===== src/rtl/obj_list_writer_if.sv =====
// Object edit command channel between the UI logic (master) and obj_list_writer (slave).
// Commands transfer on a rising clock edge where cmd_valid && cmd_ready.
interface obj_list_writer_if #(
  parameter int OBJ_WIDTH = 66,
  parameter int LEN_BITS  = 6
);
  logic                 cmd_valid;
  logic                 cmd_ready;
  logic [1:0]           cmd_op;
  logic [LEN_BITS-1:0]  cmd_index;
  logic [OBJ_WIDTH-1:0] cmd_obj;

  modport master (
    output cmd_valid, cmd_op, cmd_index, cmd_obj,
    input  cmd_ready
  );

  modport slave (
    input  cmd_valid, cmd_op, cmd_index, cmd_obj,
    output cmd_ready
  );
endinterface


===== src/rtl/obj_list_writer.sv =====
// Double-buffered scene list: edits land in a shadow list, and a frame_sync commits the
// whole shadow list to the active list in one cycle so the renderer never sees a half edit.
module obj_list_writer #(
  parameter int OBJ_WIDTH = 66,
  parameter int MAX_LEN   = 16,
  parameter int LEN_BITS  = 6
) (
  input  logic                           clk,
  input  logic                           rst,
  obj_list_writer_if.slave               cmd,
  input  logic                           frame_sync,
  output logic [OBJ_WIDTH*MAX_LEN-1:0]   obj_arr_packed,
  output logic [LEN_BITS-1:0]            obj_arr_len,
  output logic [LEN_BITS-1:0]            shadow_len,
  output logic                           busy,
  output logic                           commit_done,
  output logic                           err_full,
  output logic                           err_index
);

  localparam int IDX_W = $clog2(MAX_LEN);
  localparam logic [LEN_BITS-1:0] FULL_LEN = LEN_BITS'(MAX_LEN);
  localparam logic [IDX_W-1:0]    LAST_IDX = IDX_W'(MAX_LEN - 1);

  typedef enum logic [1:0] {ST_IDLE, ST_CLEAR, ST_COMMIT} state_t;
  typedef enum logic [1:0] {OP_APPEND, OP_WRITE, OP_CLEAR, OP_POP} op_t;

  state_t               state_q;
  logic [OBJ_WIDTH-1:0] shadow_q [MAX_LEN];
  logic [OBJ_WIDTH-1:0] active_q [MAX_LEN];
  logic [LEN_BITS-1:0]  shadow_len_q;
  logic [LEN_BITS-1:0]  active_len_q;
  logic [IDX_W-1:0]     clr_idx_q;
  logic                 dirty_q, dirty_d;
  logic                 pending_q, pending_d;
  logic                 commit_done_q, err_full_q, err_index_q;
  logic                 accept;
  logic [IDX_W-1:0]     pop_idx;

  assign cmd.cmd_ready = !rst && (state_q == ST_IDLE) && !pending_q;
  assign accept        = cmd.cmd_valid && cmd.cmd_ready;
  // Index of the last live entry; when the list is full the low bits wrap to MAX_LEN-1.
  assign pop_idx       = shadow_len_q[IDX_W-1:0] - IDX_W'(1);

  // A frame_sync only matters if something changed, including a command landing on the same edge.
  always_comb begin
    dirty_d   = dirty_q | accept;
    pending_d = pending_q | (frame_sync & (dirty_q | accept));
    if (state_q == ST_IDLE && pending_q) begin
      dirty_d   = 1'b0;
      pending_d = 1'b0;
    end
  end

  always_ff @(posedge clk) begin
    if (rst) begin
      state_q       <= ST_IDLE;
      shadow_len_q  <= '0;
      active_len_q  <= '0;
      clr_idx_q     <= '0;
      dirty_q       <= 1'b0;
      pending_q     <= 1'b0;
      commit_done_q <= 1'b0;
      err_full_q    <= 1'b0;
      err_index_q   <= 1'b0;
      for (int i = 0; i < MAX_LEN; i++) begin
        shadow_q[i] <= '0;
        active_q[i] <= '0;
      end
    end else begin
      dirty_q       <= dirty_d;
      pending_q     <= pending_d;
      commit_done_q <= 1'b0;
      err_full_q    <= 1'b0;
      err_index_q   <= 1'b0;
      case (state_q)
        ST_IDLE: begin
          if (pending_q) begin
            for (int i = 0; i < MAX_LEN; i++) active_q[i] <= shadow_q[i];
            active_len_q  <= shadow_len_q;
            commit_done_q <= 1'b1;
            state_q       <= ST_COMMIT;
          end else if (accept) begin
            case (op_t'(cmd.cmd_op))
              OP_APPEND: begin
                if (shadow_len_q < FULL_LEN) begin
                  shadow_q[shadow_len_q[IDX_W-1:0]] <= cmd.cmd_obj;
                  shadow_len_q <= shadow_len_q + LEN_BITS'(1);
                end else begin
                  err_full_q <= 1'b1;
                end
              end
              OP_WRITE: begin
                if (cmd.cmd_index < shadow_len_q) begin
                  shadow_q[cmd.cmd_index[IDX_W-1:0]] <= cmd.cmd_obj;
                end else begin
                  err_index_q <= 1'b1;
                end
              end
              OP_CLEAR: begin
                shadow_len_q <= '0;
                clr_idx_q    <= '0;
                state_q      <= ST_CLEAR;
              end
              OP_POP: begin
                if (shadow_len_q != '0) begin
                  shadow_q[pop_idx] <= '0;
                  shadow_len_q      <= shadow_len_q - LEN_BITS'(1);
                end else begin
                  err_index_q <= 1'b1;
                end
              end
              default: ;
            endcase
          end
        end
        ST_CLEAR: begin
          shadow_q[clr_idx_q] <= '0;
          clr_idx_q           <= clr_idx_q + IDX_W'(1);
          if (clr_idx_q == LAST_IDX) state_q <= ST_IDLE;
        end
        ST_COMMIT: state_q <= ST_IDLE;
        default:   state_q <= ST_IDLE;
      endcase
    end
  end

  for (genvar g = 0; g < MAX_LEN; g++) begin : g_pack
    assign obj_arr_packed[g*OBJ_WIDTH +: OBJ_WIDTH] = active_q[g];
  end

  assign obj_arr_len = active_len_q;
  assign shadow_len  = shadow_len_q;
  assign busy        = (state_q != ST_IDLE);
  assign commit_done = commit_done_q;
  assign err_full    = err_full_q;
  assign err_index   = err_index_q;

endmodule


===== src/flat_wrapper.sv =====
// flat-port wrapper written by rule: the top's interface ports become plain ports
module obj_list_writer_flat 
#(
  parameter int OBJ_WIDTH = 66,
  parameter int MAX_LEN   = 16,
  parameter int LEN_BITS  = 6
)
  (clk, rst, frame_sync, obj_arr_packed, obj_arr_len, shadow_len, busy, commit_done, err_full, err_index, cmd_cmd_valid, cmd_cmd_op, cmd_cmd_index, cmd_cmd_obj, cmd_cmd_ready);
  obj_list_writer_if #(.OBJ_WIDTH(OBJ_WIDTH), .LEN_BITS(LEN_BITS)) cmd_i ();
  input  logic clk;
  input  logic rst;
  input  logic frame_sync;
  output logic [OBJ_WIDTH*MAX_LEN-1:0] obj_arr_packed;
  output logic [LEN_BITS-1:0] obj_arr_len;
  output logic [LEN_BITS-1:0] shadow_len;
  output logic busy;
  output logic commit_done;
  output logic err_full;
  output logic err_index;
  input wire logic [$bits(cmd_i.cmd_valid)-1:0] cmd_cmd_valid;
  input wire logic [$bits(cmd_i.cmd_op)-1:0] cmd_cmd_op;
  input wire logic [$bits(cmd_i.cmd_index)-1:0] cmd_cmd_index;
  input wire logic [$bits(cmd_i.cmd_obj)-1:0] cmd_cmd_obj;
  output wire logic [$bits(cmd_i.cmd_ready)-1:0] cmd_cmd_ready;
  assign cmd_i.cmd_valid = cmd_cmd_valid;
  assign cmd_i.cmd_op = cmd_cmd_op;
  assign cmd_i.cmd_index = cmd_cmd_index;
  assign cmd_i.cmd_obj = cmd_cmd_obj;
  assign cmd_cmd_ready = cmd_i.cmd_ready;
  obj_list_writer #(.OBJ_WIDTH(OBJ_WIDTH), .MAX_LEN(MAX_LEN), .LEN_BITS(LEN_BITS)) u_core (.clk(clk), .rst(rst), .cmd(cmd_i), .frame_sync(frame_sync), .obj_arr_packed(obj_arr_packed), .obj_arr_len(obj_arr_len), .shadow_len(shadow_len), .busy(busy), .commit_done(commit_done), .err_full(err_full), .err_index(err_index));
endmodule

===== config.mk =====
export PLATFORM = sky130hd
export DESIGN_NAME = obj_list_writer_flat
export DESIGN_NICKNAME = d
export VERILOG_FILES = /design/src/rtl/obj_list_writer_if.sv /design/src/rtl/obj_list_writer.sv /design/src/flat_wrapper.sv
export SDC_FILE = /design/constraint.sdc
export NUM_CORES = 2
export LEC_CHECK = 0
export CORE_AREA = 3 3 444 446
export CTS_BUF_LIST = sky130_fd_sc_hd__clkbuf_4
export DETAILED_ROUTE_END_ITERATION = 7
export DIE_AREA = 0 0 447 449
export GPL_ROUTABILITY_DRIVEN = 0
export PLACE_DENSITY = 0.74
export SYNTH_ARGS = -nofsm -noshare
export SYNTH_HDL_FRONTEND = slang
export SYNTH_SLANG_ARGS = --single-unit
export TNS_END_PERCENT = 30

===== constraint.sdc =====
create_clock -name clk -period 40.4 [get_ports clk]
set_input_delay 4.04 -clock clk [delete_from_list [all_inputs] [get_ports clk]]
set_output_delay 4.04 -clock clk [all_outputs]
set_load 0.02 [all_outputs]

# Word-level counts from Yosys, hierarchy flattened
# Memories as Yosys holds them, arrays and structs flattened.
# Index checks and enable logic that the tools add are counted.
# totals
out_inout_bits,1073
ramBits,2112
in_bits,78
regBits,23
memories,2
# memory_table
memory,words,width,read_ports,rd_clocked_by_memory_dff,wr,line,source
u_core.active_q,16,66,16,0,16,obj_list_writer.sv:30,logic [OBJ_WIDTH-1:0] active_q [MAX_LEN];
u_core.shadow_q,16,66,16,0,16,obj_list_writer.sv:29,logic [OBJ_WIDTH-1:0] shadow_q [MAX_LEN];
# classes
n_eq_ne,13
n_bitwise,23
order_cmp,2
mux,74
n_addsub,4
n_reduce_logical,23
# op_table
operator,count
66-bit two-way mux,20
66-bit OR reduction,4
1-bit two-way mux,37
4-bit two-way mux,7
1-bit bitwise OR,18
6-bit case mux with 3 select lines,1
6-bit two-way mux,2
2-bit two-way mux,4
"2-bit by 1-bit inequality test with 1-bit output, second input constant",4
4-bit case mux with 2 select lines,1
"6-bit by 1-bit adder with 6-bit output, second input constant",1
"6-bit by 5-bit less-than comparator with 1-bit output, second input constant",1
6-bit less-than comparator,1
6-bit AND reduction,1
6-bit nonzero test,1
"6-bit by 1-bit subtractor with 6-bit output, second input constant",1
5-bit OR reduction,1
"4-bit by 1-bit adder with 4-bit output, second input constant",1
"2-bit by 1-bit == test with 1-bit output, second input constant",2
"2-bit == test, second input constant",2
"4-bit == test, second input constant",1
1-bit logical AND,4
2-bit logical NOT,2
"2-bit inequality test, second input constant",2
other kinds (15),20

# Depth between registers and ports, before layout
# logic_depth
depth_word,14
ltp_mapped,13

# Worst setup path before layout
# No wires, ideal clock.
# synth_timing
kind,in2reg
from,input rst
to,register u_core.dirty_q
stages,4
required_ns,39.349
slack_ns,14.230
t_arrival_ns,25.119
cell_sequence,buf_6 > a21oi_1 > inv_1 > nor2_1
# synth_via
elab_chain_len,5
word_cells_on_any_way,6
cone_classes,bitwise (1); reduce/logical (5)
# synth_rtl
item,line,source
"start, declared",flat_wrapper.sv:11,input logic rst;
1-bit logical NOT,obj_list_writer.sv:40,assign cmd.cmd_ready = !rst && (state_q == ST_IDLE) && !pending_q;
1-bit logical AND (2 in series),obj_list_writer.sv:40,
1-bit logical AND,obj_list_writer.sv:41,assign accept = cmd.cmd_valid && cmd.cmd_ready;
1-bit bitwise OR,obj_list_writer.sv:47,dirty_d = dirty_q | accept;
"end signal, assigned",obj_list_writer.sv:71,dirty_q <= dirty_d;
"end, declared",obj_list_writer.sv:34,"logic dirty_q, dirty_d;"
# Several ways; a longest one is shown, not always the timed one.
# A chain may end at the register's enable or synchronous reset.

# Worst setup path in the final report
# layout_timing
from,input rst
to,output cmd_cmd_ready
# layout_via
elab_chain_len,3
# layout_rtl
item,line,source
1-bit logical NOT,obj_list_writer.sv:40,
1-bit logical AND (2 in series),obj_list_writer.sv:40,
"end, declared",flat_wrapper.sv:24,output wire logic [$bits(cmd_i.cmd_ready)-1:0] cmd_cmd_ready;
# No other way between the ends.

==> impl_metrics.py <==
metrics = {
    "min_path": {
        "hp-start": "u_core.shadow_q[10][54]$_SDFFCE_PN0P_",
        "hold_depth": 1,
        "holdPathEnd": "u_core.active_q[1][186]$_SDFFCE_PP0P_",
        "holdCritPathClass": "register to register",
    },
    "timing": {
        "fin_ws_ns": 30.75,
        "fin_crit_ns": 9.65,
        "setup_tns_ns": 0,
        "fmax_ghz": 0.104,
        "finalMaxSlewViolations": 0,
        "rsz0062_at_grt": "false",
        "finalSetupViolCount": 0,
        "period_share": 0.239,
        "relSlewSlack": 0.182,
        "worst_slew_pin_slew_ns": 1.23,
        "hold_violations": 0,
        "skew_ns": 0.134,
    },
    "worst_setup_path": {
        "required_ns": 36.36,
        "critical_path_class": "input pin to output port",
        "r2r_start": "u_core.shadow_len[3]$_SDFFE_PP0P_",
        "cp_slowest_stage_delay_ns": 0.62,
        "reg2reg_depth": 11,
        "r2r_slack_ns": 34.57,
        "reg2reg_to": "u_core.shadow_q[13][16]$_SDFFCE_PN0P_",
        "end_kind": "output port",
        "cp_cell_sequence": "buf_8 -> or4_4 -> inv_1 -> clkdlybuf4s50_1",
        "path_max_fanout": 96,
        "critPathSlowestCell": "clkdlybuf4s50_1",
        "arrival_ns": 5.61,
        "startpoint_type": "input pin",
    },
    "die": {
        "dieArea_sq_um": 201000,
        "rows": 161,
        "coreArea_sq_um": 193000,
        "die_w_um": 447,
        "ios": 1151,
        "die_h_um": 449,
        "initial_core_util": 0.410,
    },
    "clock_tree": {
        "cts_setup_buffers": 0,
        "cts_root_buffer": "clkbuf_4",
        "clock_sinks": 2135,
        "clk_latency_ns": 1.43,
        "cts_inserted_buffers": 564,
        "cts_hold_repair.buffers": 0,
        "cts_max_path_buffers": 4,
        "cts.htree.levels": 6,
        "clk_pin_slew_ns": 0.06,
        "cts_tree": "done",
        "postCtsResizedCells": 0,
    },
    "synthesis": {
        "synth.mux.area_fraction": 0.000570,
        "ys_warn_count": 0,
        "ys_seq_area_frac": 0.808,
        "synth_cells": 4874,
        "yosys.area_share.simple": 0.161,
        "synth_top_family_by_area": "simple AND/OR/NAND/NOR gates",
        "synth_top_area_frac": 0.802,
        "synth_top_area_cell": "edfxtp_1",
        "synth_seq_cells": 2135,
        "synth_compound_area_frac": 0.00642,
        "async_flop_share": 0,
        "syn_area_sq_um": 79100,
        "ys.flop_type": "edfxtp_1",
        "ys_types": 51,
        "synth_area_leaders": "edfxtp_1, and2_1, nor2b_1, nor2_1, nor3_1",
        "synthXorXnorAreaFrac": 0.000775,
        "synth_enable_flop_cells": 2112,
        "yosys.area_share.adder": 0.00199,
        "syn-num-nets": 4964,
        "avgSynthCellArea_sq_um": 16.2,
    },
    "run_status": {
        "status": "finished clean",
    },
    "global_routing": {
        "grt_max_degree": 238,
        "grt_pass1_vias": 48177,
        "grt_pass1_wl_um": 354000,
        "overflow": 0,
        "track_usage": 0.251,
        "antenna_found_initial": 20,
    },
    "route": {
        "wl_per_cell_um": 27.9,
        "drt_iter0_drc": 5534,
        "drc": 0,
        "routed_wirelength_um": 258000,
        "via_per_inst": 5.27,
        "vias": 48617,
        "ant_nets": 0,
        "firstDrtPassIters": 5,
    },
    "finish": {
        "final_cell_mix": "edfxtp_1, clkdlybuf4s50_1, clkbuf_4",
        "drive_above_1_share": 0.174,
        "nFillCells": 15530,
        "final_common_cell": "edfxtp_1",
        "fin_nets": 6418,
        "area_growth_pct": 26.3,
        "final_util": 0.518,
    },
    "flow_run": {
        "maxCapViolCount": 0,
    },
    "power": {
        "powerDensity_nw_per_um2": 49.8,
        "ir_drop_v": 0.0000474,
        "leakagePower_nw": 35.0,
    },
    "placement": {
        "dp_hpwl_um": 163000,
        "port_buffers": 1150,
        "post-place-ws_ns": 30.70,
    },
}
[kinds of logic after synthesis]
kind of cell               count (synthesis)
and+or+nand+nor                         2262
DFF                                     2135
buffers and inverters                    386
AOI/OAI and AO/OA                         68
adders and majority gates                 12
xor gates and xnor gates                   7
muxes                                      4
[through the flow]
step / total power, mW / hold WS (ns) / area (sq um) / instances
global route: 5.15 / 0.410 / 99900 / 9217
detailed placement: 3.22 / 0.478 / 93200 / 8288
finish: 4.97 / 0.411 / 99900 / 9218
floorplan: 2.99 / 0.454 / 79100 / 4874
CTS: 5.01 / 0.387 / 99800 / 9200
global placement: 3.21 / 0.463 / 93200 / 8288
[flip-flops by register name, summed over array words and instances (netlist names), 2 cells and up]
register / count
u_core.active_q: 1056
u_core.shadow_len: 6
u_core.state_q: 2
u_core.shadow_q: 1056
u_core.obj_arr_len: 6
u_core.clr_idx_q: 4
[layout make-up]
type                       instances  area, sq um  share of cell area
clock buffer                     792         5950              0.0595
clock inverter                   120          676             0.00676
tap                             2526         3160              0.0316
antenna                           18         45.0            0.000451
inverter                          12         52.6            0.000526
timing repair buffer            1262        12400               0.124
sequential                      2135        63900               0.640
multi-input combinational       2353        13700               0.137
[routing by layer]
metal / part of all wire / vias up / global-route usage
li1: - / 20589 / -
met1: 0.33 / 24090 / 0.284
met2: 0.49 / 3251 / 0.408
met3: 0.12 / 683 / 0.0883
met4: 0.065 / 4 / 0.153
met5: 0.00013 / - / 0
[power breakdown]
part / switching (mW) / total, mW / leakage [nW] / internal (mW)
clock: 0.867 / 1.80 / 3.99 / 0.936
sequential: 0.0657 / 2.65 / 22.1 / 2.58
combinational: 0.343 / 0.521 / 8.85 / 0.178
[how the worst max path moves through the flow]
stage / start / end / slack (ns) / depth (start not counted)
final: rst / cmd_cmd_ready / 30.75 / 4
after global routing: rst / cmd_cmd_ready / 30.67 / 4
after CTS: rst / cmd_cmd_ready / 30.69 / 4
after detailed placement: rst / cmd_cmd_ready / 30.70 / 4
after global placement: rst / cmd_cmd_ready / 30.68 / 4
after floorplan: rst / u_core.dirty_q$_SDFF_PP0_ / 14.23 / 4
[synthesized netlist by cell type (all sizes together) (2+ instances only)]
cell        n
a211o       2
a211oi      2
a21o       12
a21oi      15
a221oi      4
a22o        7
a22oi       4
a2bb2oi     2
a31o        4
a41o        4
and2      663
buf        88
clkbuf    286
dfxtp      23
edfxtp   2112
ha         11
inv        12
mux2i       3
nand2      78
nand2b      5
nand3       4
nand4      10
nor2      548
nor2b     398
nor3      541
nor3b       3
nor4        2
o21ai       4
o22ai       2
or2         2
or3         6
xnor2       4
xor2        3
[worst max-delay path: cells and delay by family]
kind | cells | cell delay [ns]
buf+inv | 3 | 0.97
simple gates | 1 | 0.59
Note: power is estimated with default switching activity, not from simulation.
